[src/rtl/multiword_add_seq.sv]
// multiword_add_seq: wide (N*WORDS-bit) add/subtract performed one N-bit word
// per clock through a single shared riple_carry_adder, with the inter-word
// carry held in a register. Operands in and results out over valid/ready.
//
// Build option: define MULTIWORD_SUB_EN to enable A-B via the `sub` input.
// Without it `sub` is ignored and only addition is performed.

// Plain N-bit ripple-carry adder used as the shared narrow datapath.
module riple_carry_adder #(
    parameter int unsigned N = 8
) (
    input  logic [N-1:0] a,
    input  logic [N-1:0] b,
    input  logic         cin,
    output logic [N-1:0] sum,
    output logic         cout
);

    logic [N:0] c;

    // Bit-serial carry ripple from LSB to MSB.
    always_comb begin
        sum  = '0;
        c    = '0;
        c[0] = cin;
        for (int unsigned i = 0; i < N; i++) begin
            sum[i]   = a[i] ^ b[i] ^ c[i];
            c[i+1]   = (a[i] & b[i]) | (c[i] & (a[i] ^ b[i]));
        end
        cout = c[N];
    end

endmodule

module multiword_add_seq #(
    parameter int unsigned N     = 8,
    parameter int unsigned WORDS = 4
) (
    input  logic                 clk,
    input  logic                 rst,
    input  logic                 in_valid,
    output logic                 in_ready,
    input  logic [N*WORDS-1:0]   op_a,
    input  logic [N*WORDS-1:0]   op_b,
    input  logic                 sub,
    output logic                 out_valid,
    input  logic                 out_ready,
    output logic [N*WORDS-1:0]   result,
    output logic                 cout,
    output logic                 ovf,
    output logic                 busy
);

    localparam int unsigned IW = (WORDS > 1) ? $clog2(WORDS) : 1;

    typedef enum logic [1:0] {
        S_IDLE = 2'd0,
        S_RUN  = 2'd1,
        S_DONE = 2'd2
    } state_t;

    state_t                    state_q, state_d;
    logic [WORDS-1:0][N-1:0]   a_q, a_d;
    logic [WORDS-1:0][N-1:0]   b_q, b_d;
    logic [WORDS-1:0][N-1:0]   result_q, result_d;
    logic [IW-1:0]             idx_q, idx_d;
    logic                      carry_q, carry_d;
    logic                      cout_q, cout_d;
    logic                      ovf_q, ovf_d;

    // sub_acc: effective sub flag at acceptance; sub_run: flag of the op in flight.
    logic                      sub_acc;
    logic                      sub_run;

`ifdef MULTIWORD_SUB_EN
    logic                      sub_q, sub_d;
    assign sub_acc = sub;
    assign sub_run = sub_q;
`else
    logic                      unused_sub;
    assign unused_sub = sub;
    assign sub_acc    = 1'b0;
    assign sub_run    = 1'b0;
`endif

    logic [N-1:0]              a_word;
    logic [N-1:0]              b_word;
    logic [N-1:0]              b_add;
    logic [N-1:0]              add_sum;
    logic                      add_cout;
    logic                      last_word;

    // Word mux feeding the shared adder; B is inverted only for subtraction.
    always_comb begin
        a_word    = a_q[idx_q];
        b_word    = b_q[idx_q];
`ifdef MULTIWORD_SUB_EN
        b_add     = sub_run ? ~b_word : b_word;
`else
        b_add     = b_word;
`endif
        last_word = (idx_q == IW'(WORDS - 1));
    end

    riple_carry_adder #(
        .N (N)
    ) u_adder (
        .a    (a_word),
        .b    (b_add),
        .cin  (carry_q),
        .sum  (add_sum),
        .cout (add_cout)
    );

    // Next-state and datapath update for the IDLE -> RUN -> DONE sequence.
    always_comb begin
        state_d  = state_q;
        a_d      = a_q;
        b_d      = b_q;
        result_d = result_q;
        idx_d    = idx_q;
        carry_d  = carry_q;
        cout_d   = cout_q;
        ovf_d    = ovf_q;
`ifdef MULTIWORD_SUB_EN
        sub_d    = sub_q;
`endif
        case (state_q)
            S_IDLE: begin
                if (in_valid) begin
                    a_d     = op_a;
                    b_d     = op_b;
`ifdef MULTIWORD_SUB_EN
                    sub_d   = sub_acc;
`endif
                    idx_d   = '0;
                    carry_d = sub_acc;
                    state_d = S_RUN;
                end
            end
            S_RUN: begin
                result_d[idx_q] = add_sum;
                carry_d         = add_cout;
                idx_d           = idx_q + IW'(1);
                if (last_word) begin
                    // Wrap explicitly so a non-power-of-two WORDS never leaves idx out of range.
                    idx_d   = '0;
                    cout_d  = add_cout;
                    ovf_d   = (a_word[N-1] == b_add[N-1]) && (add_sum[N-1] != a_word[N-1]);
                    state_d = S_DONE;
                end
            end
            S_DONE: begin
                if (out_ready) begin
                    state_d = S_IDLE;
                end
            end
            default: begin
                state_d = S_IDLE;
            end
        endcase
    end

    // All state registers, cleared asynchronously so in-flight work is dropped.
    always_ff @(posedge clk or posedge rst) begin
        if (rst) begin
            state_q  <= S_IDLE;
            a_q      <= '0;
            b_q      <= '0;
            result_q <= '0;
            idx_q    <= '0;
            carry_q  <= 1'b0;
            cout_q   <= 1'b0;
            ovf_q    <= 1'b0;
`ifdef MULTIWORD_SUB_EN
            sub_q    <= 1'b0;
`endif
        end else begin
            state_q  <= state_d;
            a_q      <= a_d;
            b_q      <= b_d;
            result_q <= result_d;
            idx_q    <= idx_d;
            carry_q  <= carry_d;
            cout_q   <= cout_d;
            ovf_q    <= ovf_d;
`ifdef MULTIWORD_SUB_EN
            sub_q    <= sub_d;
`endif
        end
    end

    // Handshake flags decode the registered state only.
    always_comb begin
        in_ready  = (state_q == S_IDLE);
        out_valid = (state_q == S_DONE);
        busy      = (state_q == S_RUN);
        result    = result_q;
        cout      = cout_q;
        ovf       = ovf_q;
    end

endmodule

[config.mk]
export PLATFORM = sky130hd
export DESIGN_NAME = multiword_add_seq
export DESIGN_NICKNAME = d
export VERILOG_FILES = /design/src/rtl/multiword_add_seq.sv
export SDC_FILE = /design/constraint.sdc
export NUM_CORES = 1
export LEC_CHECK = 0
export BUFFER_PORTS_ARGS = -buffer_cell sky130_fd_sc_hd__buf_2
export CORE_ASPECT_RATIO = 0.7
export CORE_MARGIN = 8
export CORE_UTILIZATION = 54
export CTS_CLUSTER_SIZE = 40
export DETAILED_ROUTE_END_ITERATION = 12
export PLACE_DENSITY = 0.83
export SLEW_MARGIN = 20
export SYNTH_ARGS = -nofsm -noshare
export SYNTH_HDL_FRONTEND = slang
export SYNTH_SLANG_ARGS = --single-unit
[constraint.sdc]
create_clock -name clk -period 6.2 [get_ports clk]
set_input_delay 0.31 -clock clk [delete_from_list [all_inputs] [get_ports clk]]
set_output_delay 0.31 -clock clk [all_outputs]
set_load 0.02 [all_outputs]
==> flow_summary.html <==
<table>
<tr><th>Metric</th><th>Value</th></tr>
<tr><th colspan="2">Synth</th></tr>
<tr><td>Yosys top cell area share</td><td>57.1%</td></tr>
<tr><td>Top_reg_cell synth</td><td>sky130_fd_sc_hd__dfrtp_1</td></tr>
<tr><td>Synthesis Warnings</td><td>0</td></tr>
<tr><td>Average instance area after synthesis</td><td>16.0 um2</td></tr>
<tr><td>Fraction of registers with async set/reset</td><td>100%</td></tr>
<tr><td>Post-synth design cell area</td><td>4510 um2</td></tr>
<tr><td>Post-synth EDFFs</td><td>0</td></tr>
<tr><td>Cell count after synthesis</td><td>282</td></tr>
<tr><td>Number of library cell types mapped by synthesis</td><td>25</td></tr>
<tr><td>Most frequent cell after synthesis</td><td>sky130_fd_sc_hd__dfrtp_1</td></tr>
<tr><td>Flops &amp; latches, synth</td><td>103</td></tr>
<tr><td>Sequential-to-total area share from yosys stat</td><td>57.1%</td></tr>
<tr><td>Top cells by area, synth</td><td>sky130_fd_sc_hd__dfrtp_1 (57%), sky130_fd_sc_hd__mux2_2 (16%), sky130_fd_sc_hd__mux2_1 (6.0%)</td></tr>
<tr><td>Post-synth top area cell</td><td>sky130_fd_sc_hd__dfrtp_1</td></tr>
<tr><td>Post-synth top cells</td><td>sky130_fd_sc_hd__dfrtp_1 (103), sky130_fd_sc_hd__mux2_2 (64), sky130_fd_sc_hd__mux2_1 (24)</td></tr>
<tr><td>Synthesized net count</td><td>364</td></tr>
<tr><th colspan="2">Final layout</th></tr>
<tr><td>Share of cells above drive strength 1</td><td>50.3%</td></tr>
<tr><td>Area taken by multi-input logic gates</td><td>1820 um2</td></tr>
<tr><td>Flip-flop and latch area</td><td>2580 um2</td></tr>
<tr><td>Total Nets Final</td><td>471</td></tr>
<tr><td>Filler cells</td><td>600</td></tr>
<tr><td>Design area</td><td>5430 um2</td></tr>
<tr><td>Antenna diode count</td><td>0</td></tr>
<tr><td>Layout Utilization</td><td>65.6%</td></tr>
<tr><td>Area growth, synth to finish</td><td>20.2%</td></tr>
<tr><td>Final non-filler cell total</td><td>499</td></tr>
<tr><th colspan="2">Place</th></tr>
<tr><td>Number of cells in the design after placement</td><td>482</td></tr>
<tr><td>Hpwl dp</td><td>7260 um</td></tr>
<tr><td>Number of I/O port buffers</td><td>104</td></tr>
<tr><td>Total cell area at the placement stage</td><td>5120 um2</td></tr>
<tr><td>Pre-CTS setup slack</td><td>1.17 ns</td></tr>
<tr><td>Routability-driven placement congestion ratio</td><td>0.746</td></tr>
<tr><th colspan="2">Power and ir drop</th></tr>
<tr><td>Total power density per cell area</td><td>657 nW/um2</td></tr>
<tr><td>Static power due to leakage</td><td>2.52 nW</td></tr>
<tr><td>Total Power Consumption</td><td>3.57 mW</td></tr>
<tr><td>Worst-case vdd ir drop</td><td>0.222 mV</td></tr>
<tr><th colspan="2">Clocking</th></tr>
<tr><td>CTS H-tree lvls</td><td>3</td></tr>
<tr><td>Sink count of the clock tree</td><td>103</td></tr>
<tr><td>CTS tree</td><td>done</td></tr>
<tr><td>Resized cells post-CTS</td><td>0</td></tr>
<tr><td>Buffer cell driving the clock tree root</td><td>sky130_fd_sc_hd__clkbuf_16</td></tr>
<tr><td>Cts bufs inserted</td><td>9</td></tr>
<tr><td>Clock latency on the worst-skew pair</td><td>0.33 ns</td></tr>
<tr><td>Clock Path Buffers</td><td>2</td></tr>
<tr><td>Clk pin slew, worst setup/hold paths</td><td>0.07 ns</td></tr>
<tr><th colspan="2">Setup path</th></tr>
<tr><td>Crit-path slowest cell</td><td>sky130_fd_sc_hd__mux4_1</td></tr>
<tr><td>Cells traversed along the worst timing path</td><td>mux4_1 -&gt; fa_1 -&gt; fa_1 -&gt; fa_1 -&gt; fa_1 -&gt; fa_1 -&gt; inv_1 -&gt; fa_1 -&gt; inv_1 -&gt; fa_1 -&gt; inv_1 -&gt; fa_1 -&gt; xor2_1 -&gt; o31ai_2</td></tr>
<tr><td>R2R Setup Slk</td><td>1.15 ns</td></tr>
<tr><td>Category of the most critical setup path</td><td>reg -&gt; reg</td></tr>
<tr><td>Startpoint Class</td><td>flip-flop</td></tr>
<tr><td>Required time of the critical path</td><td>6.43 ns</td></tr>
<tr><td>Dominant cell type by count on the critical path</td><td>sky130_fd_sc_hd__fa_1</td></tr>
<tr><td>Crit path largest cell delay</td><td>0.65 ns</td></tr>
<tr><td>Crit. End Element</td><td>flip-flop</td></tr>
<tr><td>Biggest fanout along the worst timing path</td><td>9</td></tr>
<tr><td>Critical path arrival</td><td>5.28 ns</td></tr>
<tr><th colspan="2">Detailed routing</th></tr>
<tr><td>Number of nets still failing antenna checks after routing</td><td>0</td></tr>
<tr><td>Length of the first detailed-routing pass in iterations</td><td>4</td></tr>
<tr><td>Mean routed wirelength per cell</td><td>19.4 um</td></tr>
<tr><td>Via count</td><td>2,709</td></tr>
<tr><td>Count of routing violations after the opening detailed-route iteration</td><td>159</td></tr>
<tr><td>Routed WL</td><td>9700 um</td></tr>
<tr><td>Post-route DRC violation count</td><td>0</td></tr>
<tr><td>Drt via density</td><td>5.43</td></tr>
<tr><th colspan="2">Timing</th></tr>
<tr><td>Max-slew violations</td><td>0</td></tr>
<tr><td>Relative slew slack</td><td>38.4%</td></tr>
<tr><td>RSZ-0062 raised after global routing</td><td>false</td></tr>
<tr><td>Maximum frequency from static timing analysis</td><td>198 MHz</td></tr>
<tr><td>Worst hold margin</td><td>0.191 ns</td></tr>
<tr><td>Worst setup skew after layout</td><td>0.00649 ns</td></tr>
<tr><td>Final worst path period need</td><td>5.05 ns</td></tr>
<tr><td>Actual transition at the worst max-transition pin</td><td>0.924 ns</td></tr>
<tr><td>Total negative setup slack</td><td>0 ns</td></tr>
<tr><td>Total setup violations reported at the end of the flow</td><td>0</td></tr>
<tr><td>Final hold viol count</td><td>0</td></tr>
<tr><td>Tcrit/Tclk final</td><td>81.4%</td></tr>
<tr><td>Final Worst Setup Slack</td><td>1.15 ns</td></tr>
<tr><th colspan="2">Floorplanning</th></tr>
<tr><td>Number of rows in the core area</td><td>28</td></tr>
<tr><td>Number of top-level pins</td><td>106</td></tr>
<tr><td>Core footprint</td><td>8270 um2</td></tr>
<tr><td>Starting density of the core</td><td>54.6%</td></tr>
<tr><td>Die boundary height</td><td>92.5 um</td></tr>
<tr><td>DIE WIDTH</td><td>125 um</td></tr>
<tr><td>Area enclosed by the die boundary</td><td>11,600 um2</td></tr>
<tr><th colspan="2">Global routing</th></tr>
<tr><td>Via count of the first global-routing pass</td><td>3,102</td></tr>
<tr><td>Pin count of the biggest net entering global routing</td><td>76</td></tr>
<tr><td>Global route total overflow</td><td>0</td></tr>
<tr><td>Global Route Usage Sum</td><td>17.6%</td></tr>
<tr><td>First-pass GRT wire length</td><td>16,000 um</td></tr>
<tr><td>Number of antenna violations at the first check in global routing</td><td>0</td></tr>
<tr><th colspan="2">Job</th></tr>
<tr><td>Max-cap viol count</td><td>0</td></tr>
<tr><th colspan="2">Outcome</th></tr>
<tr><td>Result of the run</td><td>complete, no violations</td></tr>
<tr><th colspan="2">Min path</th></tr>
<tr><td>Class of the worst hold path</td><td>in -&gt; reg</td></tr>
</table>
==> what timing repair did <==
action	4_1_cts	5_1_grt
hold buffers	1	0
endpoints found under the hold margin	28	0
buffers inserted	0	0
==> where the power goes <==
group | switching [mW] | internal (mW) | leakage (nW)
Combinational | 0.930 | 0.855 | 1.16
Clock | 0.237 | 0.313 | 0.136
Sequential | 0.205 | 1.03 | 1.22
Total | 1.37 | 2.20 | 2.52
==> layout make-up <==
class	count	share of cell area [%]
sequential	103	47.5
multi-input combinational	154	33.5
timing repair buffer	109	10.3
clock buffer	11	4.29
tap	105	2.42
clock inverter	5	1.08
inverter	12	0.876
==> sequential cells by signal, summed over array words and instances, names as in the netlist <==
signal	flops
b_q	32
result	32
state_q	2
cout	1
carry_q	1
idx_q	2
ovf	1
a_q	32
==> layer usage <==
layer  global-route usage [%]  share of wire (%)  vias to the layer above
met5                        0                  0                        -
met4                     4.64                1.2                        0
met3                     6.77                7.3                        9
met2                     27.6                 46                       90
met1                     22.6                 45                     1379
li1                         -                  -                     1231
==> worst max-delay path: cells and delay by family, from the launching register on <==
family / cells / cell delay [ns]
AOI/OAI and AO/OA: 1 / 0.21
xor gates and xnor gates: 1 / 0.20
adders and majority gates: 8 / 3.03
buffers and inverters: 3 / 0.22
DFF: 1 / 0.62
muxes: 1 / 0.65
==> cells in the final DEF (no fill, tap or decap), drive strengths merged, types with 5 or more instances in the layout <==
cell and n:
inv 12, mux4 16, dfrtp 103, ha 5
clkbuf 11, buf 108, nand2 12, mux2 88
fa 8, o21ai 10
==> logic make-up after synthesis <==
family	after synthesis	share of synthesized area [%]
buffers and inverters	25	2.77
AO/OA/AOI/OAI	15	2.02
adder cells (fa/ha/maj)	13	4.93
XOR/XNOR	1	0.194
AND/OR/NAND/NOR	21	2.44
flip-flops	103	57.1
multiplexers	104	30.5
==> path summary, 6_finish.rpt <==
check,start,endpoint,cells after the start
max in group asynchronous,rst,b_q[7]$_DFFE_PP0P_,4
max reg2reg,idx_q[0]$_DFFE_PP0P_,ovf$_DFFE_PP0P_,14
min,op_a[29],a_q[29]$_DFFE_PP0P_,2
min in group asynchronous,rst,result[10]$_DFFE_PP0P_,3
max,idx_q[0]$_DFFE_PP0P_,ovf$_DFFE_PP0P_,14
min reg2reg,a_q[23]$_DFFE_PP0P_,a_q[23]$_DFFE_PP0P_,1
Note: power is estimated with default switching activity, not from simulation.
